## src/rtl/dec_scan.sv

```systemverilog
// Registered N-to-2^N one-hot decoder with direct and dwell-timed scan modes.
// Optional `DEC_SCAN_DIR_EN adds a `dir` input for downward scanning.
module dec_scan #(
    parameter int unsigned IN_W   = 3,
    parameter int unsigned HOLD_W = 4
) (
    input  logic                clk,
    input  logic                rst,
    input  logic                en,
    input  logic                mode,
`ifdef DEC_SCAN_DIR_EN
    input  logic                dir,
`endif
    input  logic [IN_W-1:0]     in,
    input  logic [HOLD_W-1:0]   dwell,
    output logic [2**IN_W-1:0]  out,
    output logic [IN_W-1:0]     idx,
    output logic                wrap
);

    localparam int unsigned OUT_W = 2 ** IN_W;

    localparam logic [1:0] IDLE   = 2'd0;
    localparam logic [1:0] DIRECT = 2'd1;
    localparam logic [1:0] SCAN   = 2'd2;

    logic [1:0]        state_q, state_d;
    logic [IN_W-1:0]   idx_q, idx_d;
    logic [HOLD_W-1:0] cnt_q, cnt_d;
    logic              wrap_q, wrap_d;
    logic [OUT_W-1:0]  out_q, out_d;
    logic              scan_down;

`ifdef DEC_SCAN_DIR_EN
    assign scan_down = dir;
`else
    assign scan_down = 1'b0;
`endif

    always_comb begin
        state_d = state_q;
        idx_d   = idx_q;
        cnt_d   = cnt_q;
        wrap_d  = 1'b0;
        if (!en) begin
            state_d = IDLE;
            idx_d   = '0;
            cnt_d   = '0;
        end else begin
            case (state_q)
                SCAN: begin
                    if (!mode) begin
                        state_d = DIRECT;
                        idx_d   = in;
                        cnt_d   = '0;
                    end else if (cnt_q >= dwell) begin
                        // Advance even if dwell was lowered below cnt, so the counter never stalls.
                        cnt_d = '0;
                        if (scan_down) begin
                            idx_d  = idx_q - 1'b1;
                            wrap_d = (idx_q == '0);
                        end else begin
                            idx_d  = idx_q + 1'b1;
                            wrap_d = (idx_q == '1);
                        end
                    end else begin
                        cnt_d = cnt_q + 1'b1;
                    end
                end
                default: begin
                    // IDLE and DIRECT share entry behaviour: load idx from in.
                    state_d = mode ? SCAN : DIRECT;
                    idx_d   = in;
                    cnt_d   = '0;
                end
            endcase
        end
    end

    always_comb begin
        out_d = '0;
        if (state_d != IDLE) begin
            out_d = OUT_W'(1) << idx_d;
        end
    end

    always_ff @(posedge clk or posedge rst) begin
        if (rst) begin
            state_q <= IDLE;
            idx_q   <= '0;
            cnt_q   <= '0;
            wrap_q  <= 1'b0;
            out_q   <= '0;
        end else begin
            state_q <= state_d;
            idx_q   <= idx_d;
            cnt_q   <= cnt_d;
            wrap_q  <= wrap_d;
            out_q   <= out_d;
        end
    end

    assign out  = out_q;
    assign idx  = idx_q;
    assign wrap = wrap_q;

endmodule

```

## config.mk

```make
export PLATFORM = sky130hd
export DESIGN_NAME = dec_scan
export DESIGN_NICKNAME = d
export VERILOG_FILES = /design/src/rtl/dec_scan.sv
export SDC_FILE = /design/constraint.sdc
export NUM_CORES = 1
export LEC_CHECK = 0
export CAP_MARGIN = 0
export CORE_UTILIZATION = 30
export CTS_CLUSTER_DIAMETER = 200
export DETAILED_ROUTE_END_ITERATION = 8
export GPL_TIMING_DRIVEN = 0
export HOLD_SLACK_MARGIN = 0.08
export PLACE_DENSITY = 0.58
export SETUP_SLACK_MARGIN = 0.02
export SLEW_MARGIN = 10
export SYNTH_ARGS = -nofsm -noshare
export SYNTH_HDL_FRONTEND = slang
export SYNTH_SLANG_ARGS = --single-unit
export TNS_END_PERCENT = 1
```

## constraint.sdc

```tcl
create_clock -name clk -period 1.8 [get_ports clk]
set_input_delay 0.18 -clock clk [delete_from_list [all_inputs] [get_ports clk]]
set_output_delay 0.18 -clock clk [all_outputs]
set_load 0.1 [all_outputs]
```

==> out/results.txt, run 1 <==
port buffer count = 22
Core ar. = 2758 sq um
largest family of logic cells by synthesized area = simple AND/OR/NAND/NOR gates
DR vias = 666
Hold Path Class = in -> async
WL final = 1.603 mm
Synth Area in Adders = 10.04%
proportion of layout cells with a drive suffix above 1 = 25.71%
Initial DRT Pass Iterations = 2
row count = 19
DR DRC count = 0
Slew HR = 36.46%
GPL Wtd Cong = 0.8344
Fin Setup TNS = 0 ps
top_reg_cell synth = dfrtp_1
maximum clock path buffer count = 2
#FFs+latches synth = 18
CTS Buf Count = 3
Worst-Margin Slew = 956.8 ps
I/O pins = 23
hold buffer count at CTS = 0
Layout area overhead = 40.60%
die height = 55.92 microns
worst skew pair latency = 290 ps
Max Cap Viol = 0
Vias/cell = 4.897
RSZ-0062 raised after global routing = yes
PwrDens = 713.5 nW/um^2
Setup CP Type = reg -> reg
chip width = 55.92 microns
root buffer cell = clkbuf_4
top-count cell post-synth = dfrtp_1
Final Hold Violating Endpoints = 0
Sink Count = 18
CP delay by family, top = simple AND/OR/NAND/NOR gates
largest area contributor in the netlist = dfrtp_1
top-area cell type share of the netlist area = 51.65%
WP buf/inv = 2
Initial DRC Count = 10
Avg Cell Area, Syn = 11.18 sq um
outcome = finished clean
Cell Area, Synth = 872.1 sq um
final design utilization = 44.46%
ANT cells = 0
total die area = 3126 sq um
EDFF count, synth = 0
largest net degree at the start of global routing = 19
most frequent cells after synthesis = 18 x dfrtp_1, 7 x ha_1, 6 x inv_1, 6 x nor2_1
Crit path largest cell delay = 420 ps
syn_nets = 96
Tmin final = 1773 ps
placed insts = 131
H-tree depth = 1
fin cells = 136
flip-flop and latch area = 454.2 sq um
VDD IR max = 616.8 uV
final setup vio count = 0
Initial Util = 31.62%
fin crit share = 98.51%
crit-path cells = inv_2, ha_4, nand2b_4, nand4_1, a31oi_1, a21o_2, inv_4, and3_4
clk_skew = 1.893 ps
CP Capture Type = flip-flop
nets = 124
crit path DAT = 1970 ps
post-route ant nets = 0
vias in the first global route = 590
Post-synth ARST share = 100.0%
Synth Area in XOR/XNOR = 2.009%
synth top area cells = dfrtp_1 52%, ha_1 10%, and3_1 2.9%
all-layer global routing usage = 11.07%
Worst-path clk slew = 100 ps
antenna violations before repair = 0
WL per Instance = 11.79 microns
FMAX = 0.5640 GHz
compound-gate portion of the synthesized area = 11.33%
leakage power = 0.6103 nW
global route total overflow = 0
worst-path maximum fanout = 5
max-slew violation count = 0
critical-path cell with the highest stage delay = dfrtp_1
worst path required time = 1990 ps
yosys warns = 0
first-pass GRT wire length = 2.628 mm
post-synthesis mux area share = 0%
CTS tree = done
Synth Area in Simple Gates = 21.95%
post-DP HPWL = 1.243 mm
Netlist cell types = 30
Post-Synthesis Cells = 78
fill count = 264
Seq/Total Area, Yosys = 51.65%
final hold slack = 280.5 ps
Startpoint Class = flip-flop
Multi-input gate area = 459.2 sq um
## power by group
part	internal, mW	switching [mW]	total, mW	leakage (nW)
sequential	0.419	0.00779	0.427	0.239
clock	0.123	0.120	0.243	0.0210
combinational	0.0617	0.144	0.205	0.350
total	0.604	0.271	0.875	0.610
## stage by stage
stage          setup WS, ps  power (mW)  instance area, sq um
6_report              26.89      0.8748                  1226
5_1_grt              -41.42      0.9319                  1226
4_1_cts              -4.752      0.8749                  1160
3_5_place_dp         -274.8      0.6353                  1135
3_3_place_gp         -270.6      0.6337                  1135
2_1_floorplan         95.09      0.5734                 875.8
## kinds of logic (layout without fill, tap and decap cells)
| kind of cell | count (synthesis) | count (layout) |
|---|---|---|
| xor+xnor | 2 | 2 |
| flops | 18 | 18 |
| compound gates | 12 | 12 |
| simple gates | 32 | 32 |
| fa+ha+maj | 7 | 7 |
| buf+inv | 7 | 34 |
## path summary, 6_finish.rpt
kind                       cells past startpoint          to  slack [ps]     start
min                                            2      out[2]         280       rst
min in group clk                               2  state_q[0]         500      mode
min reg2reg                                    2    cnt_q[2]         600  cnt_q[2]
max reg2reg                                    8      out[7]          30  cnt_q[0]
max in group asynchronous                      2      idx[1]        1050       rst
max                                            8      out[7]          30  cnt_q[0]
## final cells by class
class | instances | area share, %
Multi-Input combinational cell | 53 | 37.45
Sequential cell | 18 | 37.04
Timing Repair Buffer | 23 | 17.04
Tap cell | 31 | 3.163
Clock buffer | 4 | 2.959
Inverter | 7 | 2.347
## sequential cells by signal, indices dropped and copies added (netlist names)
| register | flops |
|---|---|
| wrap | 1 |
| cnt_q | 4 |
| idx | 3 |
| out | 8 |
| state_q | 2 |
## repair_timing
action | 4_1_cts | 5_1_grt
endpoints found under the setup margin | 20 | 10
gates cloned | 0 | 0
pin swaps | 0 | 8
endpoints found under the hold margin | 0 | 0
buffers inserted | 0 | 1
resized for setup | 13 | 14
## routing by layer
metal	up-vias	track usage, %	part of all wire (%)
met5	-	0	0
met3	5	3.721	3.4
li1	330	-	-
met4	0	5.226	1.8
met1	318	14.18	48
met2	13	16.87	47
## cell usage in the layout, fill, tap and decap left out, drive strengths merged, types with 2 or more instances in the layout
cell type,netlist,routed
nand3,4,4
dlygate4sd2,0,11
nor2,6,6
clkbuf,0,5
and2,3,3
nor3,5,5
inv,7,7
nand2,3,3
dfrtp,18,18
a31oi,2,2
clkdlybuf4s50,0,10
ha,7,7
and3,4,4
a21oi,2,2
a21o,2,2
o21ai,3,3
## worst reg2reg max path, cell delays in order (launching register included)
cell and delay [ps]:
dfrtp_1 420, inv_2 60, ha_4 260, nand2b_4 110, nand4_1 190, a31oi_1 200, a21o_2 210, inv_4 60
and3_4 170
Note: power is estimated with default switching activity, not from simulation.
==> run 2: changes to the inputs <==
- CTS_CLUSTER_SIZE: not set -> 8
- RECOVER_POWER: not set -> 25
==> results of run 2 <==
Final layout, timing and power as in run 1 (identical DEF).
==> run 3: changes to the inputs <==
- CTS_CLUSTER_DIAMETER: 200 -> not set
- HOLD_SLACK_MARGIN: 0.08 -> 0.05
==> results of run 3 <==
Final layout, timing and power as in run 1 (identical DEF).
